**config.mk**
```make
export PLATFORM = sky130hd
export DESIGN_NAME = timer_ctrl
export DESIGN_NICKNAME = d
export VERILOG_FILES = /design/src/rtl/timer_ctrl.sv
export SDC_FILE = /design/constraint.sdc
export NUM_CORES = 1
export LEC_CHECK = 0
export BUFFER_PORTS_ARGS = -buffer_cell sky130_fd_sc_hd__clkbuf_2
export CORE_ASPECT_RATIO = 1.75
export CORE_MARGIN = 2
export CORE_UTILIZATION = 63
export CTS_BUF_LIST = sky130_fd_sc_hd__clkbuf_2 sky130_fd_sc_hd__clkbuf_4 sky130_fd_sc_hd__clkbuf_8
export CTS_CLUSTER_SIZE = 8
export DETAILED_ROUTE_END_ITERATION = 16
export GPL_TIMING_DRIVEN = 0
export PLACE_DENSITY = 0.85
export SLEW_MARGIN = 20
export SYNTH_ARGS = -nofsm -noshare
export SYNTH_HDL_FRONTEND = slang
export SYNTH_SLANG_ARGS = --single-unit
```
**constraint.sdc**
```tcl
create_clock -name clk -period 3 [get_ports clk]
set_input_delay 0 -clock clk [delete_from_list [all_inputs] [get_ports clk]]
set_output_delay 0 -clock clk [all_outputs]
set_load 0.02 [all_outputs]
```
**src/rtl/timer_ctrl.sv**
```systemverilog
// timer_ctrl: bus-programmed 8-bit timer controller with prescaler, auto-reload and W1C flags.
// Define TMR_IRQ_EN to store TCR[3:2] interrupt enables and drive a registered irq.
module timer_ctrl #(
    parameter int PS_W = 4
) (
    input  logic       clk,
    input  logic       of_con_rst_n,
    input  logic       sel,
    input  logic       wr,
    input  logic [1:0] addr,
    input  logic [7:0] wdata,
    output logic [7:0] rdata,
    output logic [7:0] cnt,
    output logic       of,
    output logic       uf,
    output logic       irq
);
`ifdef TMR_IRQ_EN
    localparam logic [7:0] TCR_WMASK = 8'hBF;
`else
    localparam logic [7:0] TCR_WMASK = 8'hB3;
`endif

    typedef enum logic [1:0] {IDLE, LOAD, RUN} state_t;

    state_t          state_q, state_d;
    logic [7:0]      tdr_q, tdr_d, tcr_q, tcr_d, cnt_q, cnt_d;
    logic            of_q, of_d, uf_q, uf_d, of_set, uf_set;
    logic [PS_W-1:0] ps_q, ps_d, ps_mask;
    logic            wr_tdr, wr_tcr, wr_tsr, do_load, tick;

    assign wr_tdr  = sel & wr & (addr == 2'd0);
    assign wr_tcr  = sel & wr & (addr == 2'd1);
    assign wr_tsr  = sel & wr & (addr == 2'd2);
    // Load actions fire on the edge that enters LOAD, so cnt holds TDR while in LOAD.
    assign do_load = tcr_q[7] & (state_q != LOAD);
    assign ps_mask = PS_W'({tcr_q[1:0] == 2'd3, tcr_q[1], tcr_q[1:0] != 2'd0, 1'b1});
    assign tick    = (state_q == RUN) & ((ps_q & ps_mask) == ps_mask);

    always_comb begin
        state_d = state_q;
        ps_d    = ps_q;
        cnt_d   = cnt_q;
        of_set  = 1'b0;
        uf_set  = 1'b0;
        unique case (state_q)
            IDLE: begin
                ps_d    = '0;
                state_d = tcr_q[7] ? LOAD : tcr_q[4] ? RUN : IDLE;
            end
            LOAD: begin
                ps_d    = '0;
                state_d = tcr_q[4] ? RUN : IDLE;
            end
            RUN: begin
                if (tcr_q[7]) begin
                    state_d = LOAD;
                end else if (!tcr_q[4]) begin
                    state_d = IDLE;
                end else begin
                    ps_d = tick ? '0 : ps_q + PS_W'(1);
                    if (tick && !tcr_q[5]) begin
                        cnt_d  = (cnt_q == 8'hFF) ? tdr_q : cnt_q + 8'd1;
                        of_set = (cnt_q == 8'hFF);
                    end else if (tick) begin
                        cnt_d  = (cnt_q == 8'h00) ? tdr_q : cnt_q - 8'd1;
                        uf_set = (cnt_q == 8'h00);
                    end
                end
            end
            default: state_d = IDLE;
        endcase
        if (do_load) begin
            cnt_d = tdr_q;
            ps_d  = '0;
        end
    end

    assign tdr_d = wr_tdr ? wdata : tdr_q;
    assign tcr_d = wr_tcr ? (wdata & TCR_WMASK) : do_load ? {1'b0, tcr_q[6:0]} : tcr_q;
    // A flag event on the same edge as its W1C clear keeps the flag set.
    assign of_d  = of_set | (of_q & ~(wr_tsr & wdata[0]));
    assign uf_d  = uf_set | (uf_q & ~(wr_tsr & wdata[1]));

    always_ff @(posedge clk or negedge of_con_rst_n) begin
        if (!of_con_rst_n) begin
            state_q <= IDLE;
            tdr_q   <= 8'h00;
            tcr_q   <= 8'h00;
            cnt_q   <= 8'h00;
            of_q    <= 1'b0;
            uf_q    <= 1'b0;
            ps_q    <= '0;
        end else begin
            state_q <= state_d;
            tdr_q   <= tdr_d;
            tcr_q   <= tcr_d;
            cnt_q   <= cnt_d;
            of_q    <= of_d;
            uf_q    <= uf_d;
            ps_q    <= ps_d;
        end
    end

`ifdef TMR_IRQ_EN
    logic irq_q;

    always_ff @(posedge clk or negedge of_con_rst_n) begin
        if (!of_con_rst_n) irq_q <= 1'b0;
        else irq_q <= (of_q & tcr_q[2]) | (uf_q & tcr_q[3]);
    end

    assign irq = irq_q;
`else
    assign irq = 1'b0;
`endif

    assign rdata = (addr == 2'd0) ? tdr_q :
                   (addr == 2'd1) ? tcr_q :
                   (addr == 2'd2) ? {6'b0, uf_q, of_q} : cnt_q;
    assign cnt   = cnt_q;
    assign of    = of_q;
    assign uf    = uf_q;

endmodule
```
==> run_results.csv <==
group,metric,value,unit
run_status,status,"complete, no violations",
sta,clock_skew,0.00270,ns
sta,period_needed,2.31,ns
setup_path,startpoint,"state_q[0]",
power_and_ir_drop,power_per_cell_area,786,mW/mm^2
drt,avgRoutedWirePerCell,18.3,um
synthesis,synthCells,208,
finish,area.growth.synth_to_final,20.1,%
sta,max_slew_margin,49.9,%
finish,fin_nets,271,
clock_network,cts_num_sinks,29,
sta,worstMarginPinSlew,0.748,ns
finish,storage_cell_area,726,um^2
floorplan,core_area,0.00293,mm^2
floorplan,row_count,26,
finish,fin_area,0.00234,mm^2
synthesis,share_of_synthesized_area_occupied_by_flip_flops_and_latches,37.3,%
setup_path,critPathCapture,"cnt[3]",
floorplan,dieWidth,46.0,um
sta,timing.final.hold_violations,0,
power_and_ir_drop,design_power_total,1.84,mW
sta,rsz0062_at_grt,"no",
setup_path,maximum_net_fanout_on_the_critical_path,10,
drt,via_count,1836,
finish,layout-drive-gt1-share,26.4,%
setup_path,worstSetupStartpointType,"flip-flop",
setup_path,worstReg2RegStart,"state_q[0]",
synthesis,synth_top_cell_area_share,37.3,%
placement,detailed_place.area,0.00213,mm^2
synthesis,synth_enable_flop_cells,0,
drt,dr_iter_0_viols,84,
synthesis,yosysTopAreaCell,"dfrtp_1",
finish,multi_input_area,0.00114,mm^2
clock_network,cts_repair_resize_count,0,
setup_path,reg2reg_slack,0.69,ns
power_and_ir_drop,power.ir.vdd_worst,644,uV
placement,dp.final_hpwl,3800,um
floorplan,initial_core_util,66.5,%
setup_path,crit-reg2reg-capture,"cnt[3]",
synthesis,synth-warning-count,0,
synthesis,synthesis.area_per_instance,9.35,um^2
sta,fin_crit_sh,77.1,%
synthesis,synth_cell_type_count,53,
global_route,number_of_antenna_violations_at_the_first_check_in_global_routing,0,
synthesis,cell_types_occupying_the_most_area_after_synthesis,"dfrtp_1 (37%), mux2_2 (6.4%), nand2_1 (4.4%), o21ai_0 (3.6%), nor2_1 (2.7%)",
global_route,grt_pass1_vias,1761,
drt,avgViaCountPerCell,6.51,
clock_network,num_cts_buffers,5,
drt,drt.antenna.violating_nets,0,
hold_path,hold_path_class,"primary input to flip-flop",
drt,tritonroute_pass_1_iters,4,
clock_network,clock_tree.buffer_depth,2,
synthesis,synth.ff_latch_count,29,
finish,filler_cells_inserted,203,
synthesis,syn_nets,226,
sta,fin_worst_hold_slack,0.156,ns
synthesis,post_synth_instance_area,0.00195,mm^2
placement,numPortBuffers,29,
floorplan,design.portCount,33,
clock_network,cts-htree-levels,2,
setup_path,worstSetupPathType,"flip-flop to flip-flop",
setup_path,critPathCaptureType,"flip-flop",
sta,tns,0,ns
drt,drc_violations_left,0,
drt,wl,5170,um
floorplan,die_area,0.00357,mm^2
clock_network,buffers_inserted_by_post_cts_timing_repair,0,
setup_path,arrival_time_at_the_worst_endpoint,2.54,ns
setup_path,reg2reg_depth,6,
sta,max_clock_freq,432,MHz
global_route,grt_overflow,0,
power_and_ir_drop,cellLeakagePower,1.06,nW
clock_network,clock_tree_from_tritoncts,"yes",
clock_network,ctsRootBufferMaster,"clkbuf_8",
setup_path,cp.required,3.22,ns
run,number_of_max_cap_violations,0,
clock_network,path_clk_slew,0.06,ns
clock_network,clk-insertion-delay-late,0.28,ns
finish,antennaDiodeCount,0,
placement,place.gp.congestion,0.962,
synthesis,postSynth.topFlopCell,"dfrtp_1",
synthesis,synth.most_common_cell,"dfrtp_1",
clock_network,postCtsHoldBufs,9,
sta,number_of_max_slew_violations_in_the_final_report,0,
global_route,grt_first_pass_wirelength,8380,um
floorplan,die_h,77.5,um
synthesis,synth_async_sr_flop_share,100,%
global_route,globalRouteTotalUtil,32.4,%
global_route,grt_start_max_net_pins,30,
sta,setup-violations-final,0,
synthesis,netlist_top_cells_count,"dfrtp_1 (29), nand2_1 (23), nor2_1 (14), o21ai_0 (14), mux2_2 (11)",
-- sequential cells by signal, summed over array words and instances (netlist names) --
| register | count |
|---|---|
| uf | 1 |
| tcr_q | 5 |
| state_q | 2 |
| tdr_q | 8 |
| of | 1 |
| ps_q | 4 |
| cnt | 8 |
-- final cells by class --
class / instances / area share (%)
Clock buffer: 7 / 3.86
Sequential cell: 29 / 31.1
Tap cell: 28 / 1.50
Buffer: 9 / 2.04
Inverter: 9 / 1.45
Clock inverter: 1 / 1.29
Timing Repair Buffer: 38 / 10.1
Multi-Input combinational cell: 161 / 48.7
-- stage by stage --
step                      utilization [%]  worst slack, ns  std cells
after global routing                 79.8            0.504        282
after detailed placement             72.6            0.800        265
after CTS                            79.8            0.787        282
final                                79.8            0.686        282
after global placement               72.6            0.794        265
after floorplan                         -            0.937        208
-- worst max-delay path, stage by stage, from the launching register on --
cell	delay, ns
dfrtp_1	0.48
nand2b_1	0.29
nor2_1	0.23
nand4_2	0.29
clkbuf_1	0.32
a211oi_1	0.45
a221o_2	0.20
-- power breakdown --
part / internal, mW / total (mW) / switching [mW]
combinational: 0.314 / 0.765 / 0.451
clock: 0.279 / 0.424 / 0.145
sequential: 0.489 / 0.647 / 0.158
-- routing by layer --
| layer | GRT usage [%] | vias to the layer above | part of all wire (%) |
|---|---|---|---|
| li1 | - | 855 | - |
| met1 | 36.8 | 890 | 37 |
| met2 | 53.6 | 69 | 55 |
| met3 | 6.28 | 22 | 4.3 |
| met4 | 17.7 | 0 | 4.3 |
| met5 | 0 | - | 0 |
-- cells in the final DEF, fill, tap and decap left out, types with 3 or more instances in the layout --
master | netlist | routed
a211oi_1 | 4 | 4
clkbuf_2 | 0 | 29
a22o_1 | 3 | 3
mux2i_1 | 5 | 5
and2_1 | 3 | 3
ha_1 | 4 | 4
o31ai_1 | 4 | 4
o211ai_1 | 3 | 3
nor3_1 | 7 | 7
o21ai_0 | 14 | 14
a21oi_1 | 7 | 7
mux2_2 | 11 | 11
and3_1 | 6 | 6
inv_1 | 9 | 9
dfrtp_1 | 29 | 29
clkbuf_8 | 0 | 6
nor2_1 | 14 | 14
clkbuf_1 | 5 | 5
nand3_1 | 8 | 8
nand4b_1 | 3 | 3
a221o_2 | 4 | 4
nand2_1 | 23 | 23
dlygate4sd3_1 | 0 | 9
-- how the worst min path moves through the flow --
stage / endpoint / start / depth (start not counted) / slack, ns
floorplan: cnt[0] / of_con_rst_n / 0 / -0.30
global placement: cnt[1] / of_con_rst_n / 1 / 0.08
detailed placement: cnt[1] / of_con_rst_n / 1 / 0.08
CTS: uf / wr / 6 / 0.14
global route: uf / wr / 6 / 0.20
finish: uf / wr / 6 / 0.16
-- kinds of logic after synthesis --
family,count (synthesis),share of synthesized area (%)
compound gates,52,19.0
xor+xnor,1,0.450
fa+ha+maj,4,2.57
buf+inv,18,4.18
flops,29,37.3
mux,19,12.4
other cells,1,0.193
simple gates,84,23.9
No activity file was read; power rests on OpenSTA's default activity.
